**src/rtl/seven_seg_scanner.sv**
```systemverilog
// seven_seg_scanner: time-multiplexed driver for a 4-digit common-anode
// seven-segment display. It consumes a 16-bit BCD word (thousands..ones) and
// shows nibbles A-F as hex glyphs, because over-range values arrive as raw hex.
// It scans one anode per slot of DIV = CLK_HZ / REFRESH_HZ clocks.
//
// Optional build macro GHOST_GUARD_EN: when it is defined, all anodes are held
// off for the first GUARD clocks of every slot to suppress ghosting.
//
// Parameter constraints: DIV >= 2 and GUARD < DIV.

`timescale 1ns/1ps

module seven_seg_scanner #(
    parameter int unsigned CLK_HZ     = 100000000,
    parameter int unsigned REFRESH_HZ = 1000,
    parameter int unsigned GUARD      = 16
) (
    input  logic        clk,
    input  logic        reset,
    input  logic [15:0] BCDcode,
    input  logic        blank_lz,
    output logic [3:0]  an,
    output logic [6:0]  seg,
    output logic        dp
);

    localparam int unsigned DIV = CLK_HZ / REFRESH_HZ;
    localparam int unsigned CW  = $clog2(DIV);

    localparam logic [CW-1:0] CntMax   = CW'(DIV - 1);
    localparam logic [CW-1:0] GuardCnt = CW'(GUARD);

`ifdef GHOST_GUARD_EN
    localparam bit GuardEn = 1'b1;
`else
    localparam bit GuardEn = 1'b0;
`endif

    localparam logic [6:0] SegBlank = 7'h7F;

    // Scan state
    logic [CW-1:0] cnt_q, cnt_d;
    logic [1:0]    dig_q, dig_d;
    logic [15:0]   shd_q, shd_d;

    // Registered outputs
    logic [3:0] an_q, an_d;
    logic [6:0] seg_q, seg_d;
    logic       dp_q, dp_d;

    logic       slot_end;
    logic [3:0] nib;
    logic       blank;
    logic       guard_active;

    // Hex digit to segment pattern, active low, bit order gfedcba.
    function automatic logic [6:0] hex_to_seg(input logic [3:0] v);
        logic [6:0] s;
        s = SegBlank;
        unique case (v)
            4'h0: s = 7'h40;
            4'h1: s = 7'h79;
            4'h2: s = 7'h24;
            4'h3: s = 7'h30;
            4'h4: s = 7'h19;
            4'h5: s = 7'h12;
            4'h6: s = 7'h02;
            4'h7: s = 7'h78;
            4'h8: s = 7'h00;
            4'h9: s = 7'h10;
            4'hA: s = 7'h08;
            4'hB: s = 7'h03;
            4'hC: s = 7'h46;
            4'hD: s = 7'h21;
            4'hE: s = 7'h06;
            4'hF: s = 7'h0E;
            default: s = SegBlank;
        endcase
        return s;
    endfunction

    assign slot_end = (cnt_q == CntMax);

    // Slot counter, digit index and end-of-scan shadow load.
    always_comb begin
        cnt_d = cnt_q + CW'(1);
        dig_d = dig_q;
        shd_d = shd_q;
        if (slot_end) begin
            cnt_d = '0;
            dig_d = dig_q + 2'd1;
            // Sampling only after the thousands slot keeps each scan coherent.
            if (dig_q == 2'd3) begin
                shd_d = BCDcode;
            end
        end
    end

    // Select the current nibble and decide whether it is a leading zero.
    always_comb begin
        nib   = shd_q[3:0];
        blank = 1'b0;
        unique case (dig_q)
            2'd0: begin
                nib   = shd_q[3:0];
                blank = 1'b0;
            end
            2'd1: begin
                nib   = shd_q[7:4];
                blank = (shd_q[15:4] == 12'h000);
            end
            2'd2: begin
                nib   = shd_q[11:8];
                blank = (shd_q[15:8] == 8'h00);
            end
            2'd3: begin
                nib   = shd_q[15:12];
                blank = (shd_q[15:12] == 4'h0);
            end
            default: begin
                nib   = shd_q[3:0];
                blank = 1'b0;
            end
        endcase
    end

    // Guard window only exists when the ghost guard is built in.
    assign guard_active = GuardEn && (cnt_q < GuardCnt);

    // Next output values; a blanked digit keeps its anode so slot timing stays uniform.
    always_comb begin
        an_d  = ~(4'b0001 << dig_q);
        seg_d = hex_to_seg(nib);
        dp_d  = 1'b1;
        if (blank_lz && blank) begin
            seg_d = SegBlank;
        end
        if (guard_active) begin
            an_d = 4'b1111;
        end
    end

    // State and output registers with synchronous reset.
    always_ff @(posedge clk) begin
        if (reset) begin
            cnt_q <= '0;
            dig_q <= 2'd0;
            shd_q <= 16'h0000;
            an_q  <= 4'b1111;
            seg_q <= SegBlank;
            dp_q  <= 1'b1;
        end else begin
            cnt_q <= cnt_d;
            dig_q <= dig_d;
            shd_q <= shd_d;
            an_q  <= an_d;
            seg_q <= seg_d;
            dp_q  <= dp_d;
        end
    end

    assign an  = an_q;
    assign seg = seg_q;
    assign dp  = dp_q;

endmodule

```
**config.mk**
```make
export PLATFORM = sky130hd
export DESIGN_NAME = seven_seg_scanner
export DESIGN_NICKNAME = d
export VERILOG_FILES = /design/src/rtl/seven_seg_scanner.sv
export SDC_FILE = /design/constraint.sdc
export NUM_CORES = 1
export LEC_CHECK = 0
export ABC_AREA = 1
export BUFFER_PORTS_ARGS = -buffer_cell sky130_fd_sc_hd__buf_2
export CAP_MARGIN = 5
export CORE_MARGIN = 2
export CORE_UTILIZATION = 36
export DETAILED_ROUTE_END_ITERATION = 6
export GPL_TIMING_DRIVEN = 0
export PLACE_DENSITY = 0.61
export SYNTH_ARGS = -nofsm -noshare
export SYNTH_HDL_FRONTEND = slang
export SYNTH_SLANG_ARGS = --single-unit
```
**constraint.sdc**
```tcl
create_clock -name clk -period 2.2 [get_ports clk]
set_clock_uncertainty 0.2 [all_clocks]
set_input_delay 0.66 -clock clk [delete_from_list [all_inputs] [get_ports clk]]
set_output_delay 0.66 -clock clk [all_outputs]
set_load 0.02 [all_outputs]
```
==> results.sh <==
export IMPL_nNetsFinal=422
export IMPL_grt_usage_pct=14.5
export IMPL_htree_levels=2
export IMPL_final_cells=469
export IMPL_period_share_pct=89.8
export IMPL_syn2layout_area_growth_pct=19.0
export IMPL_antenna_found_initial=0
export IMPL_mostFrequentLayoutCell="nand2_1"
export IMPL_ios=31
export IMPL_grt_ovfl_total=0
export IMPL_drc_errors=0
export IMPL_synth_edf_count=0
export IMPL_synth_xor_area_share_pct=1.83
export IMPL_synthTopCellsByArea="dfxtp_1, nand2_1, inv_1"
export IMPL_place_hpwl_mm=3.67
export IMPL_p_leak_nw=1.23
export IMPL_cts_made_buffers=5
export IMPL_whs_path_depth=1
export IMPL_min_from="cnt_q[0]"
export IMPL_reg2reg_from="dig_q[0]"
export IMPL_p_per_area_nw_per_um2=546
export IMPL_setup_worst_path_end_class="flop"
export IMPL_insertion_delay_ns=0.31
export IMPL_first_iter_violations=81
export IMPL_vdd_ir_drop_max_uv=437
export IMPL_reg2reg_depth=14
export IMPL_synth_top_family_by_area="simple AND/OR/NAND/NOR gates"
export IMPL_grt_pass1_vias=1942
export IMPL_syn_cell_area_um2=2400
export IMPL_drv_slew=0
export IMPL_synth_largest_area_cell="dfxtp_1"
export IMPL_gp_congestion=0.809
export IMPL_cts_root_buffer="clkbuf_8"
export IMPL_startpoint_type="flop"
export IMPL_synth_top_area_share_pct=38.4
export IMPL_synthAdderAreaFrac_pct=6.26
export IMPL_num_vias=2129
export IMPL_firstDrtPassIters=4
export IMPL_place_area_um2=2640
export IMPL_reg2reg_setup_slack_ns=0.22
export IMPL_clkTransAtPathRegs_ns=0.09
export IMPL_hold_end="cnt_q[0]"
export IMPL_ys_async_sr_fraction_pct=0
export IMPL_ys_warn_count=0
export IMPL_netlist_instances=353
export IMPL_drv_cap=0
export IMPL_syn_num_nets=384
export IMPL_clockBufferDepth=2
export IMPL_grt_pass1_wl_mm=8.42
export IMPL_seq_area_frac_synth_pct=38.4
export IMPL_core_area_um2=6390
export IMPL_hold_buffers=0
export IMPL_criticalPathCategory="flop to flop"
export IMPL_layout_drive_gt1_share_pct=19.1
export IMPL_synth_simple_area_share_pct=34.1
export IMPL_synth_seq_cells=46
export IMPL_hold_violations=0
export IMPL_critPathArrivalTime_ns=1.97
export IMPL_status="finished clean"
export IMPL_io_buffers=29
export IMPL_cp_max_fo=5
export IMPL_ys_flop_type="dfxtp_1"
export IMPL_cp_required_ns=2.19
export IMPL_rsz0062_at_grt="no"
export IMPL_die_h_um=85.6
export IMPL_grt_start_max_net_pins=16
export IMPL_dp_cells=459
export IMPL_synth_compound_gate_area_share_pct=7.46
export IMPL_finalWirelength_mm=4.88
export IMPL_final_setup_viol_count=0
export IMPL_period_needed_ns=1.98
export IMPL_muxShareOfSynthArea_pct=0
export IMPL_synth_avg_cell_area_um2=6.79
export IMPL_start_util_pct=37.6
export IMPL_rows=29
export IMPL_die_w_um=85.6
export IMPL_clock_sinks=46
export IMPL_cts_tree="yes"
export IMPL_final_cell_mix="nand2_1, inv_1, dfxtp_1"
export IMPL_clock_fmax_mhz=506
export IMPL_fin_util_pct=44.7
export IMPL_r2r_end="seg[3]"
export IMPL_design_area_um2=2860
export IMPL_die_area_um2=7330
export IMPL_hp_class="flop to flop"
export IMPL_pre_cts_slack_ns=-0.295
export IMPL_ant_nets=0
export IMPL_wire_per_inst_um=10.4
export IMPL_post_drt_via_cell_ratio=4.54
export IMPL_diodes=0
export IMPL_ys_types=31
export IMPL_worst_slack_ns=0.225
-- kinds of logic after synthesis --
logic type                 count (synthesis)
xor gates and xnor gates                   5
and+or+nand+nor                          186
buffers and inverters                     69
DFF                                       46
adders and majority gates                 12
other                                      1
AOI/OAI and AO/OA                         34
-- layout make-up --
class	count	area (um2)
timing repair buffer	31	160
clock inverter	3	45.0
sequential	46	928
inverter	62	238
buffer	7	50.0
tap	77	96.3
fill	669	3530
multi-input combinational	238	1270
clock buffer	5	68.8
-- worst max-delay path by stage --
stage	startpoint	to	slack (ns)	cells past startpoint
finish	dig_q[0]	seg[3]	0.22	14
global route	dig_q[0]	seg[3]	0.01	14
CTS	dig_q[1]	seg[0]	0.03	14
detailed placement	dig_q[0]	seg[0]	-0.29	14
global placement	dig_q[0]	seg[0]	-0.27	14
floorplan	dig_q[0]	seg[0]	0.05	13
-- Yosys cell counts, types with 2 or more instances --
cell and n:
or2_2 2, nor3b_1 2, nor2_4 2, clkbuf_1 2, inv_2 2, nor3_2 2
buf_6 2, o21ai_1 17, inv_1 60, nand3_1 20, nor3_1 7, o21ai_0 3
nand2_1 98, nor2_1 41, xor2_1 4, nand4_1 3, dfxtp_1 46, buf_4 2
o21a_1 2, a21oi_1 11, ha_1 12, nand2_2 4
-- timing repair --
item | 4_1_cts | 5_1_grt
endpoints found under the hold margin | 0 | 0
pin swaps | 2 | 1
setup buffers | 2 | 0
endpoints found under the setup margin | 7 | 6
gates resized for setup | 5 | 18
cloned | 0 | 0
-- stage by stage --
stage | hold WS, ns | power, W | setup TNS, ns
after floorplan | 0.218 | 0.000906 | 0
after global placement | 0.229 | 0.000937 | -1.09
after detailed placement | 0.243 | 0.000938 | -1.26
after CTS | 0.257 | 0.00159 | 0
after global routing | 0.284 | 0.00162 | 0
final | 0.258 | 0.00156 | 0
-- registers in the layout, summed over array words and instances, names as in the netlist --
signal  flops
dig_q       2
shd_q      16
cnt_q      17
seg         7
an          4
-- power breakdown --
part / switching (W) / internal, W
clock network: 0.000308 / 0.000338
logic: 0.0000403 / 0.0000287
registers: 0.00000423 / 0.000841
total: 0.000353 / 0.00121
-- worst max-delay path: stages, from the launching register on --
cell and delay, ns:
dfxtp_4 0.40, inv_4 0.07, ha_4 0.18, inv_2 0.09, nand2_1 0.07, nor2_2 0.09
nor2_2 0.06, buf_4 0.15, ha_1 0.22, nand3_2 0.10, nand2_1 0.06, nand2_1 0.05
nand2_1 0.04, inv_1 0.04, nand2_1 0.04
-- metal layers --
layer | vias up | track usage, % | routed length [um]
li1 | 1155 | - | -
met1 | 931 | 17.0 | 2250
met2 | 34 | 25.6 | 2330
met3 | 9 | 3.46 | 214
met4 | 0 | 5.63 | 83
met5 | - | 0 | 0
Note: power is estimated with default switching activity, not from simulation.
